### config.mk
export PLATFORM = sky130hd
export DESIGN_NAME = signature_analyzer
export DESIGN_NICKNAME = d
export VERILOG_FILES = /design/src/rtl/signature_analyzer.sv
export SDC_FILE = /design/constraint.sdc
export NUM_CORES = 1
export LEC_CHECK = 0
export CORE_MARGIN = 1
export CORE_UTILIZATION = 40
export CTS_CLUSTER_DIAMETER = 60
export DETAILED_ROUTE_END_ITERATION = 12
export MAX_ROUTING_LAYER = met4
export PLACE_DENSITY_LB_ADDON = 0.2
export SYNTH_ARGS = -nofsm -noshare
export SYNTH_HDL_FRONTEND = slang
export SYNTH_SLANG_ARGS = --single-unit
### constraint.sdc
create_clock -name clk -period 1.7 [get_ports clk]
set_input_delay 0.34 -clock clk [delete_from_list [all_inputs] [get_ports clk]]
set_output_delay 0.34 -clock clk [all_outputs]
set_load 0.005 [all_outputs]
### src/rtl/signature_analyzer.sv
// -----------------------------------------------------------------------------
// signature_analyzer
//
// Purpose:
//   BIST response compactor. A 16-bit MISR folds the response byte of the
//   circuit under test into a running signature while the BIST controller
//   applies patterns. When the run ends, the signature (and optionally the
//   number of compacted cycles) is compared against the expected good-circuit
//   values. The result is published as a registered pass/done verdict.
//
// Parameters:
//   GOLDEN  expected final signature of a good circuit
//   NCLOCK  expected number of compacted cycles
//   SEED    signature value loaded on init
//
// Ports:
//   clk          single clock, all state changes on its rising edge
//   reset        synchronous, active-low reset
//   init         reseed request from the BIST controller (restarts the run)
//   running      high while test patterns are being applied
//   finish       end of the test sequence
//   cut_out      response byte from the circuit under test
//   signature    current MISR contents
//   cycle_count  cycles compacted since the last init (saturates at 1023)
//   done         verdict valid
//   pass         verdict, meaningful only while done is high
//
// Configuration macro:
//   CYCLE_CHECK_EN  when defined, a saturating cycle counter is built and the
//                   verdict also requires cycle_count == NCLOCK. When left
//                   undefined, the counter is omitted, cycle_count reads 0 and
//                   the verdict depends on the signature alone.
// -----------------------------------------------------------------------------
module signature_analyzer #(
  parameter logic [15:0] GOLDEN = 16'h0000,
  parameter int          NCLOCK = 650,
  parameter logic [15:0] SEED   = 16'hFFFF
) (
  input  logic        clk,
  input  logic        reset,
  input  logic        init,
  input  logic        running,
  input  logic        finish,
  input  logic [7:0]  cut_out,
  output logic [15:0] signature,
  output logic [9:0]  cycle_count,
  output logic        done,
  output logic        pass
);

  typedef enum logic [2:0] {
    IDLE,
    ARMED,
    COMPACT,
    CHECK,
    DONE
  } state_t;

  state_t state;

`ifdef CYCLE_CHECK_EN
  localparam bit CYCLE_CHECK = 1'b1;
`else
  localparam bit CYCLE_CHECK = 1'b0;
`endif

  logic        fb;
  logic [15:0] sig_next;
  logic        compact_en;
  logic        verdict;

  // MISR next state: shift left with the tap feedback in bit 0, then fold
  // the response byte into the low half.
  assign fb       = signature[15] ^ signature[14] ^ signature[12] ^ signature[3];
  assign sig_next = {signature[14:0], fb} ^ {8'h00, cut_out};

  // Compaction happens on the edge that leaves ARMED for COMPACT as well as
  // inside COMPACT. A finish seen in ARMED ends the run before any cycle is
  // compacted, so it suppresses compaction there.
  assign compact_en = running &&
                      ((state == COMPACT) || ((state == ARMED) && !finish));

  // When the counter is not built, CYCLE_CHECK is a constant 0 and the
  // count comparison drops out of the verdict.
  assign verdict = (signature == GOLDEN) &&
                   (!CYCLE_CHECK || (int'(cycle_count) == NCLOCK));

`ifdef CYCLE_CHECK_EN
  // Saturating count of compacted cycles; restarted by reset or init.
  always_ff @(posedge clk) begin
    if (!reset) begin
      cycle_count <= '0;
    end else if (init) begin
      cycle_count <= '0;
    end else if (compact_en && (cycle_count != 10'h3FF)) begin
      cycle_count <= cycle_count + 10'd1;
    end
  end
`else
  assign cycle_count = '0;
`endif

  // Controller, MISR and verdict registers. Reset beats init, and init beats
  // everything else, so a reseed always lands in ARMED with a clean verdict.
  always_ff @(posedge clk) begin
    if (!reset) begin
      state     <= IDLE;
      signature <= '0;
      done      <= 1'b0;
      pass      <= 1'b0;
    end else if (init) begin
      state     <= ARMED;
      signature <= SEED;
      done      <= 1'b0;
      pass      <= 1'b0;
    end else begin
      if (compact_en) begin
        signature <= sig_next;
      end
      case (state)
        IDLE: begin
          state <= IDLE;
        end
        ARMED: begin
          if (finish) begin
            state <= CHECK;
          end else if (running) begin
            state <= COMPACT;
          end
        end
        COMPACT: begin
          // Either an explicit finish or the controller dropping running
          // closes the run; a cycle with both running and finish has
          // already been compacted above.
          if (finish || !running) begin
            state <= CHECK;
          end
        end
        CHECK: begin
          pass  <= verdict;
          done  <= 1'b1;
          state <= DONE;
        end
        DONE: begin
          state <= DONE;
        end
        default: begin
          state <= IDLE;
        end
      endcase
    end
  end

endmodule
[Yosys cells after proc, flatten, opt, wreduce, memory -nomap -nowiden]
Index checks and enable logic that the tools add are counted.
Word-level totals
  input port bits: 13
  register bits: 21
  word-level logic and storage cells: 37
  output and inout port bits: 28
Operators by class
  bitwise operators: 5
  reductions and logical operators: 12
  eq/ne operators: 8
  muxes and demuxes: 7
Operators with widths (count)
  2-to-1 mux 16 bit: 2
  zero test 16 bit: 1
  bitwise XOR 16 x 8 -> 16 bit: 1
  2-to-1 mux 3 bit: 3
  case mux 3 bit (3 select lines): 1
  == test 3 x 2 -> 1 bit (second input constant): 2
  != test 4 bit (second input constant): 1
  AND reduction 2 bit: 2
  OR reduction 2 bit: 2
  == test 3 x 1 -> 1 bit (second input constant): 1
  == test 3 bit (second input constant): 1
  != test 3 x 2 -> 1 bit (second input constant): 1
  != test 3 bit (second input constant): 1
  bitwise XOR 1 bit: 3
  logical AND 1 bit: 2
  zero test 1 bit: 2
  logical OR 1 bit: 2
  != test 2 x 1 -> 1 bit (second input constant): 1
  nonzero test 2 bit: 1
  2-to-1 mux 1 bit: 1
  NOT 1 bit: 1

[Depth between registers and ports, before layout]
Gate-level depths: netlist (run 1).
  depth in word-level cells: 6
  depth in mapped cells: 5
  mapped depth without buffers: 5

[Least setup slack after synthesis (run 1)]
Ideal clock, no wire load.
  kind: register to register
  start: reg signature[14]
  end: reg signature[0]
  cell stages (with the launch flop): 6
  arrival time: 1.069 ns
  clock period less this slack: 1.201 ns
  buffers on the path: 0
  setup slack: 0.499 ns
  setup time: 0.132 ns
  data required time: 1.568 ns
  path through: dfxtp_1 -> inv_1 -> ha_1 -> xnor2_1 -> xnor2_1 -> a211oi_2
On the way
  longest elaborated chain between the ends: 6
Ends and longest elaborated chain
  from (decl): line 45  | output logic [15:0] signature,
  from (signal assigned): line 118  | signature <= sig_next;
  bitwise XOR 1 bit (3 in series): line 74  | assign fb = signature[15] ^ signature[14] ^ signature[12] ^ signature[3];
  bitwise XOR 16 x 8 -> 16 bit: line 75  | assign sig_next = {signature[14:0], fb} ^ {8'h00, cut_out};
  2-to-1 mux 16 bit: line 117  | if (compact_en) begin
  2-to-1 mux 16 bit: line 111  | end else if (init) begin
Every way passes these cells. The select of a mux whose other input is x is not followed.
A chain may end at the register's enable or synchronous reset.

[Final worst setup path (run 1)]
  start: reg signature[0]
  end: out signature[0]
No word-level cell between the ends.

==> results of run 1 <==
## state kept, by name, indices dropped and copies added (netlist names)
register and flops:
signature 16, state 3, done 1, pass 1
## cell type report
class,count,area [sq um]
sequential,21,422.9
clock buffer,4,26.28
timing repair buffer,41,382.9
fill,257,1239
inverter,11,41.29
multi-input combinational,84,654.4
tap,31,38.79
## tightest hold or removal path: stages, from the launching register on
cell and delay [ps]:
dfxtp_1 350, nor2_1 50, nor2_1 70
## cells in the mapped netlist
| cell | number |
|---|---|
| a211oi_2 | 1 |
| a21oi_1 | 2 |
| and2b_4 | 1 |
| and3b_1 | 1 |
| buf_1 | 1 |
| buf_2 | 1 |
| buf_4 | 11 |
| buf_6 | 1 |
| clkbuf_1 | 4 |
| conb_1 | 1 |
| dfxtp_1 | 21 |
| ha_1 | 1 |
| inv_1 | 11 |
| nand2_1 | 1 |
| nand2b_1 | 1 |
| nand4_1 | 1 |
| nand4bb_1 | 2 |
| nor2_1 | 4 |
| nor2b_1 | 2 |
| nor3_1 | 1 |
| nor3b_1 | 1 |
| nor3b_2 | 2 |
| nor4_1 | 3 |
| o2111ai_1 | 8 |
| o211ai_1 | 15 |
| o211ai_4 | 1 |
| o21a_1 | 2 |
| o21a_4 | 1 |
| o221a_1 | 1 |
| o311a_1 | 7 |
| o31ai_1 | 2 |
| or2_0 | 1 |
| or3b_1 | 1 |
| or4_1 | 1 |
| xnor2_1 | 10 |
## worst min path at each step
| stage | from | slack (ps) | end |
|---|---|---|---|
| 3_5_place_dp | done | 470 | done |
| 6_report | done | 490 | done |
| 3_3_place_gp | done | 460 | done |
| 2_1_floorplan | done | 470 | done |
| 5_1_grt | done | 550 | done |
| 4_1_cts | done | 500 | done |
## power breakdown
group / internal (W) / switching (W) / total (W)
Clock: 0.0000914 / 0.000152 / 0.000243
Sequential: 0.000535 / 0.0000502 / 0.000585
Combinational: 0.000183 / 0.000124 / 0.000307
Total: 0.000809 / 0.000326 / 0.00113
## layer usage
layer	share of wire [%]	vias up	global-route usage, %
met1	47	500	27.20
met3	6.2	2	3.226
met2	46	45	29.59
li1	-	523	-
met4	0.28	0	4.181
met5	0	-	-
## per-stage QoR
step            power, W  setup slack, ps  utilization, %
2_1_floorplan  0.0007607            498.7               -
5_1_grt         0.001210            8.192           55.84
3_5_place_dp   0.0008989           -7.299           54.82
3_3_place_gp   0.0008953            20.26           54.82
6_report        0.001135            70.70           55.84
4_1_cts         0.001144            29.40           55.75
## cells in the final DEF (no fill, tap or decap), drive strengths merged
cell type      count
o211ai            16
dfxtp             21
nor3b              3
a211oi             1
or3b               1
nor4               3
nand4bb            2
buf               11
nor2b              2
or2                1
o21a               3
clkdlybuf4s50     30
nor3               1
ha                 1
o311a              7
nand2b             1
o221a              1
nor2               4
conb              10
nand4              1
and3b              1
a21oi              2
o31ai              2
o2111ai            8
and2b              1
clkbuf             4
inv               11
xnor2             10
nand2              1
or4                1
## kinds of logic (layout without fill, tap and decap cells)
family / Yosys count / after routing
xor gates and xnor gates: 10 / 10
AOI/OAI and AO/OA: 40 / 40
adders and majority gates: 1 / 1
DFF: 21 / 21
other: 1 / 10
buffers and inverters: 29 / 56
and+or+nand+nor: 23 / 23
==> impl_metrics.toml, run 1 <==
[setup_path]
r2r_slack_ps = 330
critPathCapture = "signature[0]"
path_max_fanout = 5
critPathBufInv = 1
cp-start-kind = "flop"
critical-path-top-delay-family = "buffers and inverters"
cp.depth = 1
crit_required_ps = 1360
worstReg2RegEnd = "signature[7]"
r2r_cells = 3
cp_cell_sequence = "clkdlybuf4s50_1"
endpoint_kind = "output pin"
crit_arrival_ps = 1290
rr_startpoint = "state[0]"
crit_slowest_cell = "clkdlybuf4s50_1"
path_class = "flop to output pin"
crit_start = "signature[0]"
cp_slowest_stage_delay_ps = 550

[logic_synthesis]
synth_area_per_cell_sq_um = 9.599
netlist_instances = 125
synthDistinctLibCells = 35
synthXorXnorAreaFrac_pct = 7.299
synth_mux_area_share_pct = 0
yosysTopAreaCell = "dfxtp_1"
syn_area_sq_mm = 0.001200
seq_area_frac_synth_pct = 35.04
synth_top_family_by_area = "compound AO/OA/AOI/OAI gates"
ys_warn_count = 0
yosysTopAreaCellShare_pct = 35.04
synth-seq-cells = 21
synth-simple-area-share_pct = 13.66
synth_compound_area_share_pct = 29.41
synthTopCellsByArea = "dfxtp_1 35%, o211ai_1 9.4%, xnor2_1 7.3%"
synthAdderAreaFrac_pct = 1.043

[pwr]
p_leak_nw = 0.5782
power.density_mw_per_mm2 = 724.3
vdd_drop_max_v = 0.0003984

[floorplanning]
core_sq_mm = 0.002805
pin_count = 41
dieArea_sq_mm = 0.003223
die_h_um = 56.77
start_util_pct = 42.77
die_w_um = 56.77
num_rows = 19

[clock_network]
cts_hold_buffers = 0
clkLatencyLatePin_ps = 300
cts.htree.levels = 1
cts_tree = "built"
cts_resized = 0
clockBufferDepth = 2
numCtsBuffers = 3
cts_root_buf = "clkbuf_4"
path_clk_slew_ps = 110
clock-sinks = 21
cts_setup_buffers = 0

[route]
viasPerCell = 5.573
drt_iter0_markers = 45
vias = 1070
drc = 9
drt_wl_total_um = 2853
ant_nets = 0
dr.pass1.iters = 8
wl_per_cell_um = 14.86

[sta]
min_period_over_period_pct = 95.84
finalSetupTns_ps = 0
hold_slack_ps = 489.5
slew_viol_final = 0
setup_viol = 0
timing_hold_violations_final = 0
period_minus_slack_ps = 1629
fmax_mhz = 613.8
clock_skew_ps = 4.962
rsz0062_at_grt = "no"

[placed_design]
gp_congestion = 0.7507
hpwl_um = 2075
placed_area_sq_mm = 0.001538
dp.cells = 188
io_buffers = 30

[finish]
syn2layout_area_growth_pct = 30.55
final_cells = 192
design_area_sq_mm = 0.001567
layout-drive-gt1-share_pct = 13.66
final_nets = 176
antennaDiodeCount = 0

[flow_run]
maxCapViolations = 0

[global_routing]
track_usage_pct = 19.45
grt_pass1_vias = 1020
gr-total-overflow = 0
grt_max_degree = 20
grt_pass1_wl_um = 4809
antenna_found_initial = 0

[min_path]
hold_depth = 2
min_path_type = "flop to flop"

[status]
violations = "design-rule violations"
outcome = "finished with violations"
No activity file was read; power rests on OpenSTA's default activity.
==> inputs of run 2 (changes only) <==
CORE_UTILIZATION = 45   (was 40)
==> impl_metrics.toml, run 2 (synthesis gave the netlist of run 1 again) <==
[floorplanning]
start_util_pct = 48.00
die_h_um = 53.64
pin_count = 41
num_rows = 18
dieArea_sq_mm = 0.002877
die_w_um = 53.64
core_sq_mm = 0.002500

[placed_design]
dp.cells = 186
hpwl_um = 2101
gp_congestion = 0.8196
io_buffers = 30

[flow_run]
maxCapViolations = 0

[setup_path]
crit_required_ps = 1360
cp_slowest_stage_delay_ps = 540
rr_startpoint = "state[0]"
cp.depth = 1
critical-path-top-delay-family = "buffers and inverters"
cp_cell_sequence = "clkdlybuf4s50_1"
path_class = "flop to output pin"
crit_arrival_ps = 1290
path_max_fanout = 5
critPathCapture = "signature[0]"
critPathBufInv = 1
crit_slowest_cell = "clkdlybuf4s50_1"
r2r_cells = 3
endpoint_kind = "output pin"
crit_start = "signature[0]"
r2r_slack_ps = 340
worstReg2RegEnd = "signature[4]"
cp-start-kind = "flop"

[clock_network]
clockBufferDepth = 2
cts_setup_buffers = 0
path_clk_slew_ps = 120
numCtsBuffers = 3
cts_root_buf = "clkbuf_4"
clock-sinks = 21
cts_tree = "built"
cts_hold_buffers = 0
clkLatencyLatePin_ps = 310
cts_resized = 0
cts.htree.levels = 1

[route]
viasPerCell = 5.858
wl_per_cell_um = 15.27
vias = 1113
drt_wl_total_um = 2901
drc = 0
ant_nets = 0
dr.pass1.iters = 4
drt_iter0_markers = 17

[status]
outcome = "finished clean"

[global_routing]
grt_use_met2_pct = 38.13
met1_usage_pct = 30.26
antenna_found_initial = 0
grt_max_degree = 20
grt_pass1_vias = 1020
track_usage_pct = 23.50
gr-total-overflow = 0
grt_pass1_wl_um = 4754
globalRouteMet3Util_pct = 5.932
busiest_layer = "met2"

[finish]
largest_reg_flops = 16
num-fill-cells = 225
layout_commonest_cell = "clkdlybuf4s50_1"
final_cell_mix = "30 x clkdlybuf4s50_1, 20 x dfxtp_1, 15 x o211ai_1, 11 x inv_1"
final_cells = 190
top_register = "signature"
antennaDiodeCount = 0
syn2layout_area_growth_pct = 29.82
final_nets = 175
top_regs = "signature (16), state (3)"
layout-drive-gt1-share_pct = 13.13

[sta]
fmax_mhz = 612.7
clock_skew_ps = 13.26
slew_viol_final = 0
timing_hold_violations_final = 0
period_minus_slack_ps = 1632
finalSetupTns_ps = 0
min_period_over_period_pct = 96.01
rsz0062_at_grt = "no"
setup_viol = 0

[min_path]
min_path_type = "flop to flop"

[pwr]
vdd_drop_max_v = 0.0005799
power.density_mw_per_mm2 = 732.7
p_leak_nw = 0.5760
run 2: layout make-up:
type                       count  area [sq um]  share of cell area (%)
multi-input combinational     84         654.4                   42.01
sequential                    21         421.7                   27.07
timing repair buffer          40         375.4                   24.10
inverter                      11         41.29                   2.651
tap                           30         37.54                   2.410
clock buffer                   3         22.52                   1.446
clock inverter                 1         5.005                  0.3213
run 2: power by group:
part | internal, W | switching [W]
Combinational | 0.000181 | 0.000124
Clock | 0.0000879 | 0.000164
Sequential | 0.000534 | 0.0000501
Total | 0.000803 | 0.000338
run 2: per-layer routing:
| layer | vias up | share of wire [%] |
|---|---|---|
| met1 | 556 | 45 |
| li1 | 522 | - |
| met5 | - | 0 |
| met4 | 0 | 0.41 |
| met3 | 2 | 3.4 |
| met2 | 33 | 51 |
run 2: worst min path at each step:
| stage | to | start | depth (start not counted) | slack [ps] |
|---|---|---|---|---|
| floorplan | done | done | 2 | 470 |
| global placement | done | done | 2 | 460 |
| detailed placement | done | done | 2 | 490 |
| CTS | done | done | 2 | 510 |
| global route | done | done | 2 | 530 |
| finish | done | done | 2 | 510 |
run 2: worst register-to-register path, stage by stage, from the launching register on:
cell and delay, ps:
dfxtp_1 440, and2b_4 280, o21a_4 260, o311a_1 290
run 2: stage by stage:
step                      total power (W)  utilization [%]  hold WS [ps]  worst slack (ps)  cell area [sq um]
after floorplan                 0.0007607                -         465.0             498.7               1234
after global placement          0.0008903            61.16         456.8             66.83               1529
after detailed placement        0.0008980            61.16         485.2            -13.11               1529
after CTS                        0.001141            62.26         514.0             5.788               1556
after global routing             0.001199            62.31         533.4             11.08               1558
final                            0.001141            62.31         508.5             67.85               1558
==> inputs of run 3 (changes only) <==
GPL_ROUTABILITY_DRIVEN = 1   (was default)
==> results of run 3 <==
No change in the layout: final DEF, timing and power equal those of run 2.
